File: config.mk
export PLATFORM = sky130hd
export DESIGN_NAME = button_counter_arbiter
export DESIGN_NICKNAME = d
export VERILOG_FILES = /design/src/rtl/button_pkg.sv /design/src/rtl/button_counter_arbiter_rr.sv /design/src/rtl/button_counter_arbiter.sv
export SDC_FILE = /design/constraint.sdc
export NUM_CORES = 1
export LEC_CHECK = 0
export CAP_MARGIN = 20
export CORE_ASPECT_RATIO = 0.75
export CORE_MARGIN = 4
export CORE_UTILIZATION = 50
export DETAILED_ROUTE_END_ITERATION = 12
export HOLD_SLACK_MARGIN = 0.05
export PLACE_DENSITY = 0.8
export SYNTH_ARGS = -nofsm -noshare
export SYNTH_HDL_FRONTEND = slang
export SYNTH_SLANG_ARGS = --single-unit
export TNS_END_PERCENT = 5
File: constraint.sdc
create_clock -name clk -period 7.25 [get_ports clk]
set_clock_uncertainty 0.05 [all_clocks]
set_input_delay 1.0875 -clock clk [delete_from_list [all_inputs] [get_ports clk]]
set_output_delay 1.0875 -clock clk [all_outputs]
set_load 0.005 [all_outputs]
File: src/rtl/button_pkg.sv
// rtl/button_pkg.sv - shared constants and helpers for the button counter blocks
//
// Purpose: default sizes, a one-hot encoder and the counter step rule shared by
//          button_counter and button_counter_arbiter so both update identically.
// Ports:   none (package).
// Config:  BUTTON_ARB_SATURATE_EN selects saturate-at-max instead of wrap-to-zero.
package button_pkg;

   localparam int DEF_WIDTH = 8;
   localparam int DEF_NREQ  = 4;

   // Helpers work on the widest supported vectors; callers cast to their size.
   localparam int MAX_W = 32;
   localparam int MAX_N = 8;

   function automatic logic [MAX_N-1:0] onehot(input int idx, input int n);
      logic [MAX_N-1:0] r;
      r = '0;
      if (idx >= 0 && idx < n && idx < MAX_N)
         r = MAX_N'(1) << idx;
      return r;
   endfunction

   function automatic logic [MAX_W-1:0] width_max(input int width);
      logic [MAX_W-1:0] m;
      if (width >= MAX_W)
         m = '1;
      else
         m = (MAX_W'(1) << width) - MAX_W'(1);
      return m;
   endfunction

   // True when count + step would exceed the width's all-ones value.
   // Compared against max - step so nothing can overflow (step <= max).
   function automatic logic step_ovf(input logic [MAX_W-1:0] cnt,
                                     input logic [MAX_W-1:0] step,
                                     input int               width);
      return (cnt > (width_max(width) - step));
   endfunction

   function automatic logic [MAX_W-1:0] step_add(input logic [MAX_W-1:0] cnt,
                                                 input logic [MAX_W-1:0] step,
                                                 input int               width);
      logic [MAX_W-1:0] r;
      if (step_ovf(cnt, step, width)) begin
`ifdef BUTTON_ARB_SATURATE_EN
         r = width_max(width);
`else
         r = '0;
`endif
      end else begin
         r = cnt + step;
      end
      return r;
   endfunction

endpackage

File: src/rtl/button_counter_arbiter_rr.sv
// rtl/button_counter_arbiter_rr.sv - round-robin arbiter with internal pointer
//
// Purpose: picks the first set request at or above the pointer (wrapping) and
//          moves the pointer just past the winner when told to advance.
// Ports:
//    clk        in   clock
//    rst        in   synchronous active-high reset (pointer to 0)
//    i_req      in   NREQ request vector
//    i_advance  in   consume the current winner (pointer moves past it)
//    i_clear    in   synchronous pointer clear
//    o_gnt      out  one-hot winner (all zero when no request)
//    o_idx      out  winner index (valid when o_gnt is non-zero)
module rr_arbiter
   import button_pkg::*;
#(
   parameter int   NREQ = DEF_NREQ,
   localparam int  IDXW = (NREQ > 1) ? $clog2(NREQ) : 1
) (
   input  logic            clk,
   input  logic            rst,
   input  logic [NREQ-1:0] i_req,
   input  logic            i_advance,
   input  logic            i_clear,
   output logic [NREQ-1:0] o_gnt,
   output logic [IDXW-1:0] o_idx
);

   localparam int SUMW = IDXW + 1;

   logic [IDXW-1:0] r_ptr;
   logic [NREQ-1:0] w_rot;
   logic [IDXW-1:0] w_off;
   logic [SUMW-1:0] w_sum;
   logic            w_found;
   logic [IDXW-1:0] w_idx;

   // Rotate requests so the pointer position lands at bit 0, take the lowest
   // set bit, then add the pointer back modulo NREQ to get the real index.
   always_comb begin
      w_rot   = NREQ'({i_req, i_req} >> r_ptr);
      w_found = 1'b0;
      w_off   = '0;
      for (int k = 0; k < NREQ; k++) begin
         if (!w_found && w_rot[k]) begin
            w_found = 1'b1;
            w_off   = IDXW'(k);
         end
      end
      w_sum = {1'b0, r_ptr} + {1'b0, w_off};
      if (w_sum >= SUMW'(NREQ))
         w_sum = w_sum - SUMW'(NREQ);
      w_idx = w_sum[IDXW-1:0];
   end

   assign o_idx = w_idx;
   assign o_gnt = w_found ? NREQ'(onehot(int'(w_idx), NREQ)) : '0;

   always_ff @(posedge clk) begin
      if (rst || i_clear)
         r_ptr <= '0;
      else if (i_advance && w_found)
         r_ptr <= (w_idx == IDXW'(NREQ - 1)) ? '0 : w_idx + IDXW'(1);
   end

endmodule

File: src/rtl/button_counter_arbiter.sv
// rtl/button_counter_arbiter.sv - shared step counter fed by NREQ button pulses
//
// Purpose: each requester's single-cycle press is held pending until the
//          round-robin arbiter grants it, at which point its step is added to
//          the shared count (wrapping to 0, or saturating when
//          BUTTON_ARB_SATURATE_EN is defined). One grant per cycle.
// Ports:
//    clk        in   clock
//    rst        in   synchronous active-high reset, beats clear and requests
//    req_pulse  in   NREQ debounced press pulses
//    clear      in   synchronous clear of count, pending and pointer
//    count      out  WIDTH shared counter
//    grant      out  NREQ one-hot, step of requester i applied last edge
//    busy       out  any press pending
//    drop       out  NREQ press lost because requester was already pending
//    sat        out  (BUTTON_ARB_SATURATE_EN only) pulses with a saturating grant
module button_counter_arbiter
   import button_pkg::*;
#(
   parameter int                    NREQ  = DEF_NREQ,
   parameter int                    WIDTH = DEF_WIDTH,
   parameter logic [NREQ*WIDTH-1:0] STEPS = {8'd8, 8'd4, 8'd2, 8'd1}
) (
   input  logic             clk,
   input  logic             rst,
   input  logic [NREQ-1:0]  req_pulse,
   input  logic             clear,
   output logic [WIDTH-1:0] count,
   output logic [NREQ-1:0]  grant,
   output logic             busy,
   output logic [NREQ-1:0]  drop
`ifdef BUTTON_ARB_SATURATE_EN
  ,output logic             sat
`endif
);

   localparam int IDXW = (NREQ > 1) ? $clog2(NREQ) : 1;

   logic [NREQ-1:0]  r_pending;
   logic [WIDTH-1:0] r_count;
   logic [NREQ-1:0]  r_grant;
   logic [NREQ-1:0]  r_drop;

   logic [NREQ-1:0]  w_win;
   logic [IDXW-1:0]  w_idx;
   logic             w_any;
   logic [WIDTH-1:0] w_step;
   logic [NREQ-1:0]  w_pending_nxt;
   logic [NREQ-1:0]  w_drop_nxt;

   assign w_any = |r_pending;

   rr_arbiter #(
      .NREQ (NREQ)
   ) u_rr (
      .clk       (clk),
      .rst       (rst),
      .i_req     (r_pending),
      .i_advance (w_any),
      .i_clear   (clear),
      .o_gnt     (w_win),
      .o_idx     (w_idx)
   );

   assign w_step = WIDTH'(STEPS >> (int'(w_idx) * WIDTH));

   // A press on the winner re-arms it; a press on any other already-pending
   // requester has nowhere to go and is reported as a drop.
   assign w_pending_nxt = (r_pending & ~w_win) | req_pulse;
   assign w_drop_nxt    = req_pulse & r_pending & ~w_win;

   always_ff @(posedge clk) begin
      if (rst || clear) begin
         r_pending <= '0;
         r_count   <= '0;
         r_grant   <= '0;
         r_drop    <= '0;
      end else begin
         r_pending <= w_pending_nxt;
         r_grant   <= w_win;
         r_drop    <= w_drop_nxt;
         if (w_any)
            r_count <= WIDTH'(step_add(MAX_W'(r_count), MAX_W'(w_step), WIDTH));
      end
   end

`ifdef BUTTON_ARB_SATURATE_EN
   logic r_sat;

   always_ff @(posedge clk) begin
      if (rst || clear)
         r_sat <= 1'b0;
      else
         r_sat <= w_any && step_ovf(MAX_W'(r_count), MAX_W'(w_step), WIDTH);
   end

   assign sat = r_sat;
`endif

   assign count = r_count;
   assign grant = r_grant;
   assign drop  = r_drop;
   assign busy  = w_any;

endmodule

==> impl_metrics.tcl <==
set metrics [dict create \
    cts-resized-gates 0 \
    setup.worst_path.end_class "flip-flop" \
    hold_viol_final 0 \
    synth_top_flop_cell "dfxtp_1" \
    cap_violations 0 \
    power_leakage_nw 0.587 \
    nets 173 \
    vias 1014 \
    critPathMaxStageDelay_ns 0.55 \
    arrival_ns 3.54 \
    syn_avg_cell_area_um2 9.01 \
    cp_cell_sequence "inv_1, nor3_1, a31oi_1, o211ai_1, ha_1, xnor2_1, xnor2_1, ha_1, ha_1, a211oi_1, nor3b_1, nor2_1, or3_1, a21oi_1" \
    wire_per_inst_um 13.9 \
    critPathSlowestCell "dfxtp_1" \
    final_cell_mix "23 x clkdlybuf4s50_1, 22 x dfxtp_1, 16 x nor2_1" \
    tightest_slew_ns 0.710 \
    cts.htree.levels 1 \
    syn-num-nets 153 \
    place_ws_ns 3.96 \
    required_ns 7.45 \
    drt-pass1-iter-count 4 \
    post-route-min-period_ns 3.34 \
    tns_ns 0 \
    grt_usage 0.175 \
    portBuffers 23 \
    ys.warnings.count 0 \
    grt_max_degree 14 \
    ir_drop_uv 163 \
    die_w_um 65.0 \
    numCtsBuffers 3 \
    cp_max_fo 8 \
    syn_area_um2 1220 \
    wl_um 2610 \
    root_buffer "clkbuf_4" \
    start_util 0.527 \
    drive_above_1_share 0.0714 \
    synth_cell_types 38 \
    hpwl_um 1960 \
    rows 15 \
    drv_slew 0 \
    status "finished, final reports clean" \
    cp-start-kind "flip-flop" \
    syn_inst 135 \
    antenna_found_initial 0 \
    final_common_cell "clkdlybuf4s50_1" \
    clk_latency_ns 0.31 \
    drc 0 \
    ant_nets 0 \
    ys_seq_area_frac 0.362 \
    area_growth_syn_to_layout_pct 22.5 \
    grt_pass1_vias 959 \
    overflow 0 \
    rsz0062_at_grt "false" \
    post_cts_buffers 0 \
    fmax_mhz 300 \
    ys_async_sr_fraction 0 \
    crit_path_frequent_cell "ha_1" \
    cts_max_path_buffers 2 \
    synth_edf_count 0 \
    ctsHoldBuffers 0 \
    crit_type "reg2reg" \
    path_clk_slew_ns 0.12 \
    core-area_um2 2310 \
    cts_tree "yes" \
    setup_ws_ns 3.91 \
    gp_congestion 0.902 \
    timing.slew.headroom 0.525 \
    p_per_area_nw_per_um2 206 \
    num_antenna_cells 0 \
    hp-class "reg2reg" \
    cts_num_sinks 22 \
    drt_iter0_drc 42 \
    via_per_inst 5.39 \
    grt_pass1_wl_um 4420 \
    setup_viol 0 \
    die_area_um2 3290 \
    post-route-period-util 0.460 \
    ys_ff_latch 22 \
    num_io_pins 24 \
    die_h_um 50.7 \
]
[final cells by class]
type                    instances  area (µm²)
multi-input cells             100         706
clock inverters                 1        30.0
repair buffers                 23         230
flip-flops and latches         22         440
well taps                      34        42.5
fillers                       205         818
inverters                       5        18.8
clock buffers                   3        22.5
[power breakdown]
part	leakage, nW	switching (mW)	internal, mW
sequential	0.179	0.00792	0.126
clock	0.0279	0.0383	0.0559
combinational	0.381	0.0436	0.0353
[worst paths after layout]
check / slack [ns] / depth (start not counted) / endpoint / from
setup / recovery: 3.91 / 14 / count[7]$_SDFFE_PP0P_ / r_pending[1]$_SDFF_PP0_
hold / removal: 0.45 / 2 / count[3]$_SDFFE_PP0P_ / count[3]$_SDFFE_PP0P_
setup reg to reg: 3.91 / 14 / count[7]$_SDFFE_PP0P_ / r_pending[1]$_SDFF_PP0_
hold reg to reg: 0.45 / 2 / count[3]$_SDFFE_PP0P_ / count[3]$_SDFFE_PP0P_
[cell usage after synthesis (all sizes together), types with 3 or more instances]
| library cell | number | area share |
|---|---|---|
| a21oi | 9 | 0.037 |
| and3 | 7 | 0.036 |
| buf | 5 | 0.033 |
| clkbuf | 3 | 0.0093 |
| dfxtp | 22 | 0.36 |
| ha | 10 | 0.10 |
| inv | 5 | 0.015 |
| nand2 | 9 | 0.028 |
| nand4 | 3 | 0.033 |
| nor2 | 16 | 0.049 |
| nor2b | 4 | 0.021 |
| nor3 | 6 | 0.025 |
| nor4 | 4 | 0.033 |
| o21a | 4 | 0.025 |
| o21ai | 5 | 0.024 |
| xnor2 | 3 | 0.022 |
| xor2 | 3 | 0.028 |
[flip-flops by register name (all words and copies together) (netlist names)]
name,cells
u_rr.r_ptr,2
drop,4
count,8
grant,4
r_pending,4
[critical path, delay by kind of cell (launching register included)]
family | cells | cell delay [ns]
and+or+nand+nor | 4 | 0.92
DFF | 1 | 0.55
xor gates and xnor gates | 2 | 0.32
buffers and inverters | 1 | 0.14
AOI/OAI and AO/OA | 4 | 0.51
adders and majority gates | 3 | 0.81
[layer usage]
| metal | GRT usage | vias up | part of all wire |
|---|---|---|---|
| li1 | - | 511 | - |
| met1 | 0.231 | 460 | 0.49 |
| met4 | 0.0561 | 0 | 0.013 |
| met2 | 0.265 | 37 | 0.43 |
| met5 | 0 | - | 0 |
| met3 | 0.0626 | 6 | 0.072 |
[logic make-up (layout without fill, tap and decap cells)]
group	count (synthesis)	count (layout)	synth area share
fa+ha+maj	11	11	0.119
compound gates	26	26	0.138
xor+xnor	6	6	0.0494
flops	22	22	0.362
mux	1	1	0.00823
simple gates	56	56	0.265
buf+inv	13	32	0.0576
[per-stage QoR]
| step | power, mW | hold slack (ns) | cells | utilization | area, µm² |
|---|---|---|---|---|---|
| 3_5_place_dp | 0.214 | 0.432 | 184 | 0.623 | 1440 |
| 4_1_cts | 0.308 | 0.454 | 188 | 0.646 | 1490 |
| 5_1_grt | 0.324 | 0.491 | 188 | 0.646 | 1490 |
| 6_report | 0.307 | 0.447 | 188 | 0.646 | 1490 |
| 2_1_floorplan | 0.190 | 0.415 | 135 | - | 1220 |
| 3_3_place_gp | 0.210 | 0.438 | 184 | 0.623 | 1440 |
(Power assumes the default switching activity.)
